===== src/rtl/synth_pkg.sv =====
`default_nettype none
// ============================================================================
// Module : synth_pkg
// Shared note and allocator-state types for the polyphony voice allocator.
// Rev    : 1.0 - initial release
// ============================================================================
package synth_pkg;

    typedef logic [7:0] note_t;

    localparam note_t NOTE_SILENT = 8'd0;

    typedef enum logic [1:0] {
        IDLE   = 2'd0,
        SCAN   = 2'd1,
        COMMIT = 2'd2
    } alloc_state_t;

endpackage
`default_nettype wire


===== src/rtl/voice_scan_unit.sv =====
`default_nettype none
// ============================================================================
// Module : voice_scan_unit
// Sequential comparator that accumulates match/free/oldest voice indices while
// the allocator walks the voices one per cycle in ascending index order.
// Rev    : 1.0 - initial release
// ============================================================================
module voice_scan_unit
    import synth_pkg::*;
#(
    parameter int IDX_W   = 2,
    parameter int STAMP_W = 16
) (
    input  logic               clk,
    input  logic               rst_n,
    input  logic               i_clear,
    input  logic               i_en,
    input  logic [IDX_W-1:0]   i_idx,
    input  logic               i_active,
    input  note_t              i_note,
    input  note_t              i_target,
    input  logic [STAMP_W-1:0] i_age,
    output logic               o_match_found,
    output logic [IDX_W-1:0]   o_match_idx,
    output logic               o_free_found,
    output logic [IDX_W-1:0]   o_free_idx,
    output logic [IDX_W-1:0]   o_old_idx
);

    logic               r_match_found;
    logic [IDX_W-1:0]   r_match_idx;
    logic               r_free_found;
    logic [IDX_W-1:0]   r_free_idx;
    logic               r_old_found;
    logic [IDX_W-1:0]   r_old_idx;
    logic [STAMP_W-1:0] r_old_age;

    // Voices arrive in ascending order, so "first hit wins" and a strict
    // greater-than on age both resolve ties toward the lowest index.
    always_ff @(posedge clk) begin
        if (!rst_n || i_clear) begin
            r_match_found <= 1'b0;
            r_match_idx   <= '0;
            r_free_found  <= 1'b0;
            r_free_idx    <= '0;
            r_old_found   <= 1'b0;
            r_old_idx     <= '0;
            r_old_age     <= '0;
        end else if (i_en) begin
            if (i_active && (i_note == i_target) && !r_match_found) begin
                r_match_found <= 1'b1;
                r_match_idx   <= i_idx;
            end
            if (!i_active && !r_free_found) begin
                r_free_found <= 1'b1;
                r_free_idx   <= i_idx;
            end
            if (i_active && (!r_old_found || (i_age > r_old_age))) begin
                r_old_found <= 1'b1;
                r_old_idx   <= i_idx;
                r_old_age   <= i_age;
            end
        end
    end

    assign o_match_found = r_match_found;
    assign o_match_idx   = r_match_idx;
    assign o_free_found  = r_free_found;
    assign o_free_idx    = r_free_idx;
    assign o_old_idx     = r_old_idx;

endmodule
`default_nettype wire


===== src/rtl/voice_allocator.sv =====
`default_nettype none
// ============================================================================
// Module : voice_allocator
// Polyphony scheduler: assigns note-on events to voices, releases them on
// note-off. Define VOICE_STEAL_EN to steal the oldest voice when all are busy.
// Rev    : 1.0 - initial release
// ============================================================================
module voice_allocator
    import synth_pkg::*;
#(
    parameter int NUM_VOICES = 4,
    parameter int STAMP_W    = 16
) (
    input  logic                    clk_in,
    input  logic                    rst_in,
    input  logic                    event_valid_in,
    output logic                    event_ready_out,
    input  logic                    event_on_in,
    input  logic [7:0]              event_note_in,
    output logic [8*NUM_VOICES-1:0] voice_note_out,
    output logic [NUM_VOICES-1:0]   voice_active_out,
    output logic [NUM_VOICES-1:0]   voice_restart_out,
    output logic                    drop_out
);

    localparam int                 c_IDX_W    = $clog2(NUM_VOICES);
    localparam logic [c_IDX_W-1:0] c_LAST_IDX = c_IDX_W'(NUM_VOICES - 1);

    alloc_state_t                r_state;
    logic [c_IDX_W-1:0]          r_idx;
    logic                        r_on;
    note_t                       r_note;
    logic                        r_ready;
    logic                        r_drop;
    note_t [NUM_VOICES-1:0]      r_voice_note;
    logic [NUM_VOICES-1:0]       r_active;
    logic [NUM_VOICES-1:0]       r_restart;
    logic [STAMP_W-1:0]          r_stamp_ctr;
    logic [STAMP_W-1:0]          r_stamp [NUM_VOICES];

    logic                        w_accept;
    logic                        w_scan_en;
    logic [STAMP_W-1:0]          w_sel_age;
    logic                        w_match_found;
    logic [c_IDX_W-1:0]          w_match_idx;
    logic                        w_free_found;
    logic [c_IDX_W-1:0]          w_free_idx;
    logic [c_IDX_W-1:0]          w_old_idx;
    logic                        w_take;
    logic [c_IDX_W-1:0]          w_target_idx;

    assign w_accept  = event_valid_in && r_ready;
    assign w_scan_en = (r_state == SCAN);
    // Modular age keeps the oldest-voice choice correct across stamp wrap.
    assign w_sel_age = r_stamp_ctr - r_stamp[r_idx];

    voice_scan_unit #(
        .IDX_W   (c_IDX_W),
        .STAMP_W (STAMP_W)
    ) u_scan (
        .clk           (clk_in),
        .rst_n         (rst_in),
        .i_clear       (w_accept),
        .i_en          (w_scan_en),
        .i_idx         (r_idx),
        .i_active      (r_active[r_idx]),
        .i_note        (r_voice_note[r_idx]),
        .i_target      (r_note),
        .i_age         (w_sel_age),
        .o_match_found (w_match_found),
        .o_match_idx   (w_match_idx),
        .o_free_found  (w_free_found),
        .o_free_idx    (w_free_idx),
        .o_old_idx     (w_old_idx)
    );

    always_comb begin
        w_target_idx = w_match_found ? w_match_idx : w_free_idx;
        w_take       = r_on && (w_match_found || w_free_found);
`ifdef VOICE_STEAL_EN
        if (!w_match_found && !w_free_found) begin
            w_target_idx = w_old_idx;
            w_take       = r_on;
        end
`endif
    end

`ifndef VOICE_STEAL_EN
    logic w_unused_old;
    assign w_unused_old = &{1'b0, w_old_idx};
`endif

    always_ff @(posedge clk_in) begin
        if (!rst_in) begin
            r_state      <= IDLE;
            r_idx        <= '0;
            r_on         <= 1'b0;
            r_note       <= NOTE_SILENT;
            r_ready      <= 1'b1;
            r_drop       <= 1'b0;
            r_restart    <= '0;
            r_active     <= '0;
            r_voice_note <= '0;
            r_stamp_ctr  <= '0;
            for (int i = 0; i < NUM_VOICES; i++) begin
                r_stamp[i] <= '0;
            end
        end else begin
            r_restart <= '0;
            r_drop    <= 1'b0;
            case (r_state)
                IDLE: begin
                    if (w_accept) begin
                        r_on    <= event_on_in;
                        r_note  <= event_note_in;
                        r_idx   <= '0;
                        r_ready <= 1'b0;
                        r_state <= SCAN;
                    end
                end
                SCAN: begin
                    r_idx <= r_idx + 1'b1;
                    if (r_idx == c_LAST_IDX) begin
                        r_state <= COMMIT;
                    end
                end
                COMMIT: begin
                    if (w_take) begin
                        r_voice_note[w_target_idx] <= r_note;
                        r_active[w_target_idx]     <= 1'b1;
                        r_restart[w_target_idx]    <= 1'b1;
                        r_stamp[w_target_idx]      <= r_stamp_ctr;
                        r_stamp_ctr                <= r_stamp_ctr + 1'b1;
                    end else if (r_on) begin
                        r_drop <= 1'b1;
                    end else if (w_match_found) begin
                        r_voice_note[w_match_idx] <= NOTE_SILENT;
                        r_active[w_match_idx]     <= 1'b0;
                    end
                    r_ready <= 1'b1;
                    r_state <= IDLE;
                end
                default: begin
                    r_ready <= 1'b1;
                    r_state <= IDLE;
                end
            endcase
        end
    end

    assign event_ready_out   = r_ready;
    assign voice_note_out    = r_voice_note;
    assign voice_active_out  = r_active;
    assign voice_restart_out = r_restart;
    assign drop_out          = r_drop;

endmodule
`default_nettype wire


===== config.mk =====
export PLATFORM = sky130hd
export DESIGN_NAME = voice_allocator
export DESIGN_NICKNAME = d
export VERILOG_FILES = /design/src/rtl/synth_pkg.sv /design/src/rtl/voice_scan_unit.sv /design/src/rtl/voice_allocator.sv
export SDC_FILE = /design/constraint.sdc
export NUM_CORES = 1
export LEC_CHECK = 0
export BUFFER_PORTS_ARGS = -buffer_cell sky130_fd_sc_hd__buf_2
export CORE_MARGIN = 5
export CORE_UTILIZATION = 40
export DETAILED_ROUTE_END_ITERATION = 8
export GPL_TIMING_DRIVEN = 0
export HOLD_SLACK_MARGIN = 0.05
export PLACE_DENSITY_LB_ADDON = 0.08
export SLEW_MARGIN = 20
export SYNTH_ARGS = -nofsm -noshare
export SYNTH_HDL_FRONTEND = slang
export SYNTH_HIERARCHICAL = 1
export SYNTH_SLANG_ARGS = --single-unit

===== constraint.sdc =====
create_clock -name clk_in -period 5.2 [get_ports clk_in]
set_input_delay 1.04 -clock clk_in [delete_from_list [all_inputs] [get_ports clk_in]]
set_output_delay 1.04 -clock clk_in [all_outputs]
set_load 0.05 [all_outputs]

==> run metrics <==
DR pass1 iterations 4; Max Clock Freq 362 MHz; GR peak layer met2; syn nets 276; io pins 54; final net count 340; Clock transition at path regs 0.07 ns; WP data required 5.42 ns; outcome finished clean; met3 Track Usage GR 0.0311; number of max-cap violations 0; design area 3200 µm²; Synth Area per Inst 10.1 µm²; Core Footprint 6420 µm²; Hold/Removal Path Class register to register; antenna viol nets, final 0; CP Launch Type register; routing usage on met2 0.295; Fillers 634; H-tree depth 3; Tmin final 2.76 ns; initial detailed-routing violation count 129; Placed Area 3030 µm²; RSZ-0062 raised after global routing false; global-route wire length before repair 11600 µm; CTS tree done; Die Wd 91.7 µm; Die H 91.7 µm; Power Density 285 nW/µm²; setup bufs post-CTS 0; Fin Clk Skew 0.00501 ns; initial antenna violation count 0; CP max FO 10; maximum number of pins on one net before global-route repair 11; CP Capture Type register; hpwl dp 5130 µm; Yosys warnings 6; Slew Limit Fails 0; Leak 1.26 nW; RD Place Congestion 0.788; Final Util 0.498; GRT overflow 0; final period utilization 0.531; Initial Utilization 0.416; cts hold-fix bufs 0; Skew-Pair Late Insertion Delay 0.33 ns; layout cells sized above 1 0.302; CTS Buf Count 9; via count 2145; final wirelength 7150 µm; drt drc 0; synthesized area 2670 µm²; Rows 29; met1 Usage GRT 0.234; Max VDD drop 0.145 mV; post-synthesis cell count 263; final hold vios 0; worst-margin pin slew 1.09 ns; number of global-route vias before repair 2198; Setup TNS 0 ns; Avg WL per Cell 17.5 µm; Clock Tree Root clkbuf_8; CP arrival 2.98 ns; GRT Total Usage 0.179; Vias/cell 5.26; die area 8410 µm²; hold slack 0.494 ns; Crit Path Class register to register; Pwr Total 911 µW; PortBufs 53; CTS resizes 0; ant diodes 0; relative slew slack 0.270; clk buf depth 2; Layout area overhead 19.8%; clock sink total 61; final setup fails 0
-- critical path, stage by stage (launching register included) --
cell	delay (ns)
dfxtp_1	0.45
buf_2	0.37
mux4_2	0.56
xnor2_1	0.18
nand4_1	0.19
nor4_1	0.34
nand4_1	0.28
mux2i_1	0.22
nor2_1	0.06
-- sequential cells by signal (all words and copies together) (netlist names), 2 cells and up --
| name | count |
|---|---|
| r_idx | 2 |
| r_note | 8 |
| voice_restart_out | 4 |
| u_scan/o_match_idx | 2 |
| u_scan/o_free_idx | 2 |
| voice_note_out | 32 |
| r_state | 2 |
| voice_active_out | 4 |
-- path summary, 6_finish.rpt --
check	cells after the start	from	slack, ns	to
worst min-delay path	2	u_scan/o_match_found$_SDFFE_PP0P_	0.49	u_scan/o_match_found$_SDFFE_PP0P_
worst max register to register	8	r_idx[0]$_SDFFE_PN0P_	2.44	u_scan/o_match_idx[1]$_SDFFE_PP0P_
worst max-delay path	8	r_idx[0]$_SDFFE_PN0P_	2.44	u_scan/o_match_idx[1]$_SDFFE_PP0P_
worst min register to register	2	u_scan/o_match_found$_SDFFE_PP0P_	0.49	u_scan/o_match_found$_SDFFE_PP0P_
-- cell type report --
class                      instances  area (µm²)  share of cell area
inverter                           5        18.8             0.00587
buffer                            18         109              0.0341
timing repair buffer              53         265              0.0830
sequential                        61        1220               0.382
clock inverter                     4        25.0             0.00783
multi-input combinational        179        1320               0.413
clock buffer                      11         141              0.0442
tap                               77        96.3              0.0301
-- placed cells by master, fill, tap and decap left out, types with 9 or more instances in the layout --
cell type and n:
nor2_1 17, mux4_2 9, clkbuf_8 10, nor2b_1 23
nand2_1 24, dfxtp_1 61, a22oi_1 22, clkbuf_1 9
a21boi_0 10, a22o_1 9, buf_2 56
-- per-layer routing --
metal,share of wire,vias up
li1,-,1056
met1,0.47,1029
met2,0.47,50
met3,0.040,10
met4,0.014,0
met5,0,-
-- where the power goes --
| group | internal [mW] | switching (mW) | leakage [nW] |
|---|---|---|---|
| logic | 0.0248 | 0.0349 | 0.687 |
| registers | 0.475 | 0.0122 | 0.493 |
| clock network | 0.182 | 0.183 | 0.0812 |
| total | 0.681 | 0.230 | 1.26 |
-- per-stage QoR --
step           std cells  setup WS (ns)
2_1_floorplan        263           3.05
6_report             408           2.44
5_1_grt              408           2.16
3_5_place_dp         393           2.35
4_1_cts              408           2.34
3_3_place_gp         393           2.34
Power figures use the tool's default switching activity.
